--- config.mk ---
export PLATFORM = sky130hd
export DESIGN_NAME = mid_buffer_ctrl
export DESIGN_NICKNAME = d
export VERILOG_FILES = /design/src/rtl/mid_buffer_pkg.sv /design/src/rtl/midbuf_wrap_cnt.sv /design/src/rtl/mid_buffer_ctrl.sv
export SDC_FILE = /design/constraint.sdc
export NUM_CORES = 1
export LEC_CHECK = 0
export ABC_AREA = 1
export BUFFER_PORTS_ARGS = -buffer_cell sky130_fd_sc_hd__buf_4
export CAP_MARGIN = 20
export CORE_MARGIN = 2
export CORE_UTILIZATION = 30
export CTS_CLUSTER_SIZE = 14
export DETAILED_ROUTE_END_ITERATION = 8
export SKIP_LAST_GASP = 1
export SYNTH_ARGS = -nofsm -noshare
export SYNTH_HDL_FRONTEND = slang
export SYNTH_SLANG_ARGS = --single-unit
--- constraint.sdc ---
create_clock -name clk -period 2.23 [get_ports clk]
set_input_delay 0.1115 -clock clk [delete_from_list [all_inputs] [get_ports clk]]
set_output_delay 0.1115 -clock clk [all_outputs]
set_load 0.01 [all_outputs]
--- src/rtl/mid_buffer_pkg.sv ---
// Shared types and default geometry for the mid-buffer address controller.
package mid_buffer_pkg;

    typedef enum logic [1:0] {
        ST_IDLE = 2'd0,
        ST_FILL = 2'd1,
        ST_SCAN = 2'd2,
        ST_DONE = 2'd3
    } state_t;

    localparam int unsigned DEF_ROWS   = 34;
    localparam int unsigned DEF_COLS   = 26;
    localparam int unsigned DEF_WIN    = 2;
    localparam int unsigned DEF_STRIDE = 2;

endpackage

--- src/rtl/midbuf_wrap_cnt.sv ---
// Wrapping up-counter: clears on clr, steps by STEP on en, wraps to zero at TERM.
module midbuf_wrap_cnt #(
    parameter int unsigned W    = 6,
    parameter int unsigned TERM = 33,
    parameter int unsigned STEP = 1
) (
    input  logic         clk,
    input  logic         rst_n,
    input  logic         clr,
    input  logic         en,
    output logic [W-1:0] count,
    output logic         carry_c
);

    logic at_term;

    assign at_term = (count == W'(TERM));
    assign carry_c = en && at_term;

    always_ff @(posedge clk or negedge rst_n) begin
        if (!rst_n) begin
            count <= '0;
        end else if (clr) begin
            count <= '0;
        end else if (en) begin
            count <= at_term ? '0 : count + W'(STEP);
        end
    end

endmodule

--- src/rtl/mid_buffer_ctrl.sv ---
// Mid-buffer controller: fills a ROWS x COLS buffer, then scans STRIDE-stepped windows.
// Optional sticky overrun flag is built when MIDBUF_OVERRUN_DET_EN is defined.
module mid_buffer_ctrl
    import mid_buffer_pkg::*;
#(
    parameter int unsigned ROWS   = DEF_ROWS,
    parameter int unsigned COLS   = DEF_COLS,
    parameter int unsigned WIN    = DEF_WIN,
    parameter int unsigned STRIDE = DEF_STRIDE
) (
    input  logic                    clk,
    input  logic                    rst_n,
    input  logic                    valid_in,
    input  logic                    win_ready,
    output logic                    wr_en,
    output logic [$clog2(ROWS)-1:0] wr_row,
    output logic [$clog2(COLS)-1:0] wr_col,
    output logic                    win_valid,
    output logic [$clog2(ROWS)-1:0] win_row,
    output logic [$clog2(COLS)-1:0] win_col,
    output logic                    win_last,
    output logic [1:0]              state,
    output logic                    frame_done
`ifdef MIDBUF_OVERRUN_DET_EN
    ,
    output logic                    overrun
`endif
);

    localparam int unsigned RW = $clog2(ROWS);
    localparam int unsigned CW = $clog2(COLS);

    state_t state_q, state_d;
    logic   wr_clr_c, win_clr_c;
    logic   wr_col_wrap_c, last_wr_c;
    logic   hs_c, win_col_wrap_c, last_hs_c;

    assign hs_c = win_valid && win_ready;

    // Write address: column steps per write, row steps on column wrap.
    midbuf_wrap_cnt #(.W(CW), .TERM(COLS - 1), .STEP(1)) u_wr_col (
        .clk     (clk),
        .rst_n   (rst_n),
        .clr     (wr_clr_c),
        .en      (wr_en),
        .count   (wr_col),
        .carry_c (wr_col_wrap_c)
    );

    midbuf_wrap_cnt #(.W(RW), .TERM(ROWS - 1), .STEP(1)) u_wr_row (
        .clk     (clk),
        .rst_n   (rst_n),
        .clr     (wr_clr_c),
        .en      (wr_col_wrap_c),
        .count   (wr_row),
        .carry_c (last_wr_c)
    );

    // Window origin: column steps per handshake, row steps on column wrap.
    midbuf_wrap_cnt #(.W(CW), .TERM(COLS - WIN), .STEP(STRIDE)) u_win_col (
        .clk     (clk),
        .rst_n   (rst_n),
        .clr     (win_clr_c),
        .en      (hs_c),
        .count   (win_col),
        .carry_c (win_col_wrap_c)
    );

    midbuf_wrap_cnt #(.W(RW), .TERM(ROWS - WIN), .STEP(STRIDE)) u_win_row (
        .clk     (clk),
        .rst_n   (rst_n),
        .clr     (win_clr_c),
        .en      (win_col_wrap_c),
        .count   (win_row),
        .carry_c (last_hs_c)
    );

    always_comb begin
        state_d   = state_q;
        wr_en     = 1'b0;
        wr_clr_c  = 1'b0;
        win_clr_c = 1'b1;
        case (state_q)
            ST_IDLE: begin
                wr_en = valid_in;
                if (valid_in) state_d = ST_FILL;
            end
            ST_FILL: begin
                wr_en = valid_in;
                if (last_wr_c) state_d = ST_SCAN;
            end
            ST_SCAN: begin
                wr_clr_c  = 1'b1;
                win_clr_c = 1'b0;
                if (last_hs_c) state_d = ST_DONE;
            end
            ST_DONE: begin
                wr_clr_c = 1'b1;
                state_d  = ST_IDLE;
            end
            default: state_d = ST_IDLE;
        endcase
    end

    always_ff @(posedge clk or negedge rst_n) begin
        if (!rst_n) begin
            state_q    <= ST_IDLE;
            win_valid  <= 1'b0;
            frame_done <= 1'b0;
        end else begin
            state_q    <= state_d;
            win_valid  <= (state_d == ST_SCAN);
            frame_done <= (state_d == ST_DONE);
        end
    end

    assign state    = state_q;
    assign win_last = win_valid && (win_row == RW'(ROWS - WIN)) && (win_col == CW'(COLS - WIN));

`ifdef MIDBUF_OVERRUN_DET_EN
    // Pixels arriving while the buffer is being read are lost; remember that it happened.
    always_ff @(posedge clk or negedge rst_n) begin
        if (!rst_n) begin
            overrun <= 1'b0;
        end else if (valid_in && (state_q == ST_SCAN || state_q == ST_DONE)) begin
            overrun <= 1'b1;
        end
    end
`endif

endmodule

==> flow_summary_export.csv <==
group,metric,value,unit
clock_tree,clock_path_buffers,2,
die,start_util,31.4,%
logic_synthesis,yosysWarningCount,0,
clock_tree,numCtsBuffers,3,
hold_path,hp-start,"valid_in",
status,status,"complete, no violations",
global_routing,grt_pass1_wl,4820,um
route,wirelength,2710,um
sta,grt_setup_unrepaired,"no",
die,die_w,71.7,um
placed_design,io_buffers,29,
die,io_pins,32,
clock_tree,cts_sinks,24,
final_layout,fin_cells,242,
sta,finalSetupViolCount,0,
sta,drv_slew,0,
clock_tree,clkTransAtPathRegs,90,ps
placed_design,dp_slack,893,ps
die,die_area,5140,um2
clock_tree,cts_setup_buffers,0,
logic_synthesis,yosysUniqueCellTypes,28,
setup_path,crit_path_cell_trace,"nor2_1, nand4_1, nor3b_1, buf_4",
setup_path,crit_arrival,1440,ps
setup_path,rrSetupSlack,890,ps
clock_tree,cts_tree,"yes",
sta,fin_worst_skew,4.32,ps
die,coreArea,4380,um2
power,seq_power_share,50.9,%
power,irDropWorstVdd,0.000442,V
sta,whs,188,ps
run,max_cap_violations,0,
sta,hold_viol_final,0,
power,power.share.clock,23.4,%
power,swShare,32.0,%
setup_path,path_class,"reg -> out",
setup_path,max_stage_delay,460,ps
route,post_drt_via_cell_ratio,4.50,
logic_synthesis,synth_seq_cells,24,
power,p_int,0.750,mW
sta,tns,0,ps
route,route.vias.total,1090,
hold_path,hold_depth,4,
global_routing,globalRoute.totalOverflow,0,
route,drtPass1Iterations,4,
final_layout,areaGrowthSynthToFinish,23.5,%
power,switchingPower,0.353,mW
final_layout,final_util,38.7,%
logic_synthesis,postSynthAreaPerCell,8.70,um2
final_layout,fin_area,1700,um2
setup_path,reg2reg_to,"state[0]$_DFF_PN0_",
route,ant_nets,0,
placed_design,place.gp.congestion,0.736,
setup_path,critPathLaunchType,"flop",
setup_path,slowest_stage,"dfrtp_1",
global_routing,grt_pass1_vias,1105,
setup_path,reg2regPathDepth,7,
power,p_leak,0.831,nW
final_layout,drive_above_1_share,27.4,%
clock_tree,cts_max_level,1,
setup_path,required,2120,ps
placed_design,hpwl,2030,um
power,power_density,650,nW/um2
setup_path,rr_startpoint,"u_wr_row.count[1]$_DFFE_PN0P_",
placed_design,dp.cells,238,
power,comb_power_share,25.7,%
route,drtIter0Drc,43,
final_layout,n_antenna_cell,0,
sta,clock.fmax,647,MHz
final_layout,nFillCells,468,
setup_path,critPathCaptureType,"output pin",
logic_synthesis,synth_cells,158,
route,drc,0,
hold_path,min_to,"u_wr_col.count[0]$_DFFE_PN0P_",
die,row_count,24,
global_routing,grt_usage,11.7,%
sta,fin_crit_sh,69.4,%
clock_tree,cts_root_buf,"clkbuf_8",
final_layout,finish.net_count,202,
global_routing,grt_max_degree,25,
hold_path,hold_path.class,"in -> reg",
setup_path,critPathMaxFanout,6,
die,die_h,71.7,um
sta,layout_min_cycle_time,1550,ps
sta,setup_slack,683,ps
logic_synthesis,yosysSeqAreaShare,43.7,%
placed_design,dpl_cell_area,1650,um2
power,finalPower,1.10,mW
global_routing,antenna_found_initial,0,
logic_synthesis,netlist_area,1380,um2
route,wl_per_cell,11.2,um
clock_tree,clk_latency,260,ps
metal layers:
layer | GRT usage (%) | wire length [um]
met4 | 3.14 | 14
met2 | 18.7 | 1290
met5 | 0 | 0
met3 | 2.25 | 100
met1 | 16.2 | 1300
Yosys cell counts:
cell type / count / area, um2
inv_4: 1 / 6.26
nand4_1: 4 / 25.0
nor3b_1: 1 / 7.51
nand2_1: 23 / 86.3
a21oi_1: 2 / 10.0
o21ai_1: 4 / 20.0
nor2_1: 10 / 37.5
nor2_8: 1 / 20.0
ha_1: 6 / 75.1
inv_1: 21 / 78.8
nand3_1: 15 / 75.1
nor2_4: 3 / 33.8
o21ai_2: 1 / 8.76
nor2_2: 1 / 6.26
o22ai_1: 5 / 31.3
dfrtp_1: 24 / 601
nand2_4: 1 / 11.3
and3_1: 1 / 6.26
nor2b_2: 1 / 8.76
nand2_2: 6 / 37.5
xnor2_1: 2 / 17.5
inv_2: 2 / 7.51
nor3_2: 1 / 10.0
buf_4: 2 / 15.0
nand3_2: 2 / 20.0
xor2_1: 8 / 70.1
conb_1: 1 / 3.75
o21ai_0: 9 / 45.0
sequential cells by signal, indices dropped and copies added, names as in the netlist:
name and cells:
frame_done 1, state 2, u_win_col.count 4, u_win_row.count 5
u_wr_col.count 5, u_wr_row.count 6, win_valid 1
timing repair:
item	CTS	global route
hold buffers	1	0
endpoints found under the hold margin	24	0
resized for setup	0	0
worst max-delay path by stage:
stage                                               from                  to  slack (ps)  cells after the start
after detailed placement   u_wr_row.count[1]$_DFFE_PN0P_  state[0]$_DFF_PN0_         890                      7
after global placement     u_wr_row.count[1]$_DFFE_PN0P_  state[0]$_DFF_PN0_         940                      7
final                     u_win_row.count[4]$_DFFE_PN0P_            win_last         680                      4
after floorplan            u_wr_row.count[1]$_DFFE_PN0P_  state[0]$_DFF_PN0_         960                      7
after global routing      u_win_row.count[1]$_DFFE_PN0P_            win_last         580                      4
after CTS                 u_win_row.count[4]$_DFFE_PN0P_            win_last         660                      4
power by group through the flow:
stage | Sequential [mW] | Combinational, mW | Clock (mW)
detailed placement | 0.573 | 0.288 | 0
global route | 0.578 | 0.331 | 0.288
finish | 0.561 | 0.284 | 0.258
floorplan | 0.585 | 0.144 | 0
CTS | 0.564 | 0.290 | 0.270
global placement | 0.573 | 0.284 | 0
final cells by class:
cell class / instances / area, um2 / share of cell area, %
clock buffer: 3 / 41.3 / 2.43
inverter: 24 / 92.6 / 5.45
multi-input combinational: 109 / 671 / 39.5
sequential: 24 / 601 / 35.4
tap: 52 / 65.1 / 3.83
timing repair buffer: 30 / 228 / 13.4
worst max-delay path, delay by kind of cell, from the launching register on:
kind	cells	cell delay, ps
buf+inv	1	150
flops	1	460
simple gates	3	560
logic make-up (layout without fill, tap and decap cells):
family                     after synthesis  in the layout  share of synthesized area, %
AOI/OAI and AO/OA                       21             21                          8.37
xor gates and xnor gates                10             10                          6.37
adders and majority gates                6              6                          5.46
buffers and inverters                   26             57                          7.83
DFF                                     24             24                          43.7
other                                    1              2                         0.273
and+or+nand+nor                         70             70                          28.0
cell usage in the layout, fill, tap and decap left out, types with 2 or more instances in the layout:
cell	netlist	layout
nor2_4	3	3
xor2_1	8	8
clkbuf_8	0	3
o21ai_1	4	4
inv_1	21	21
nand4_1	4	4
xnor2_1	2	2
nor2_1	10	10
o21ai_0	9	9
conb_1	1	2
o22ai_1	5	5
buf_4	2	29
ha_1	6	6
nand2_2	6	6
inv_2	2	2
nand2_1	23	23
a21oi_1	2	2
dfrtp_1	24	24
nand3_2	2	2
nand3_1	15	15
(Power assumes the default switching activity.)
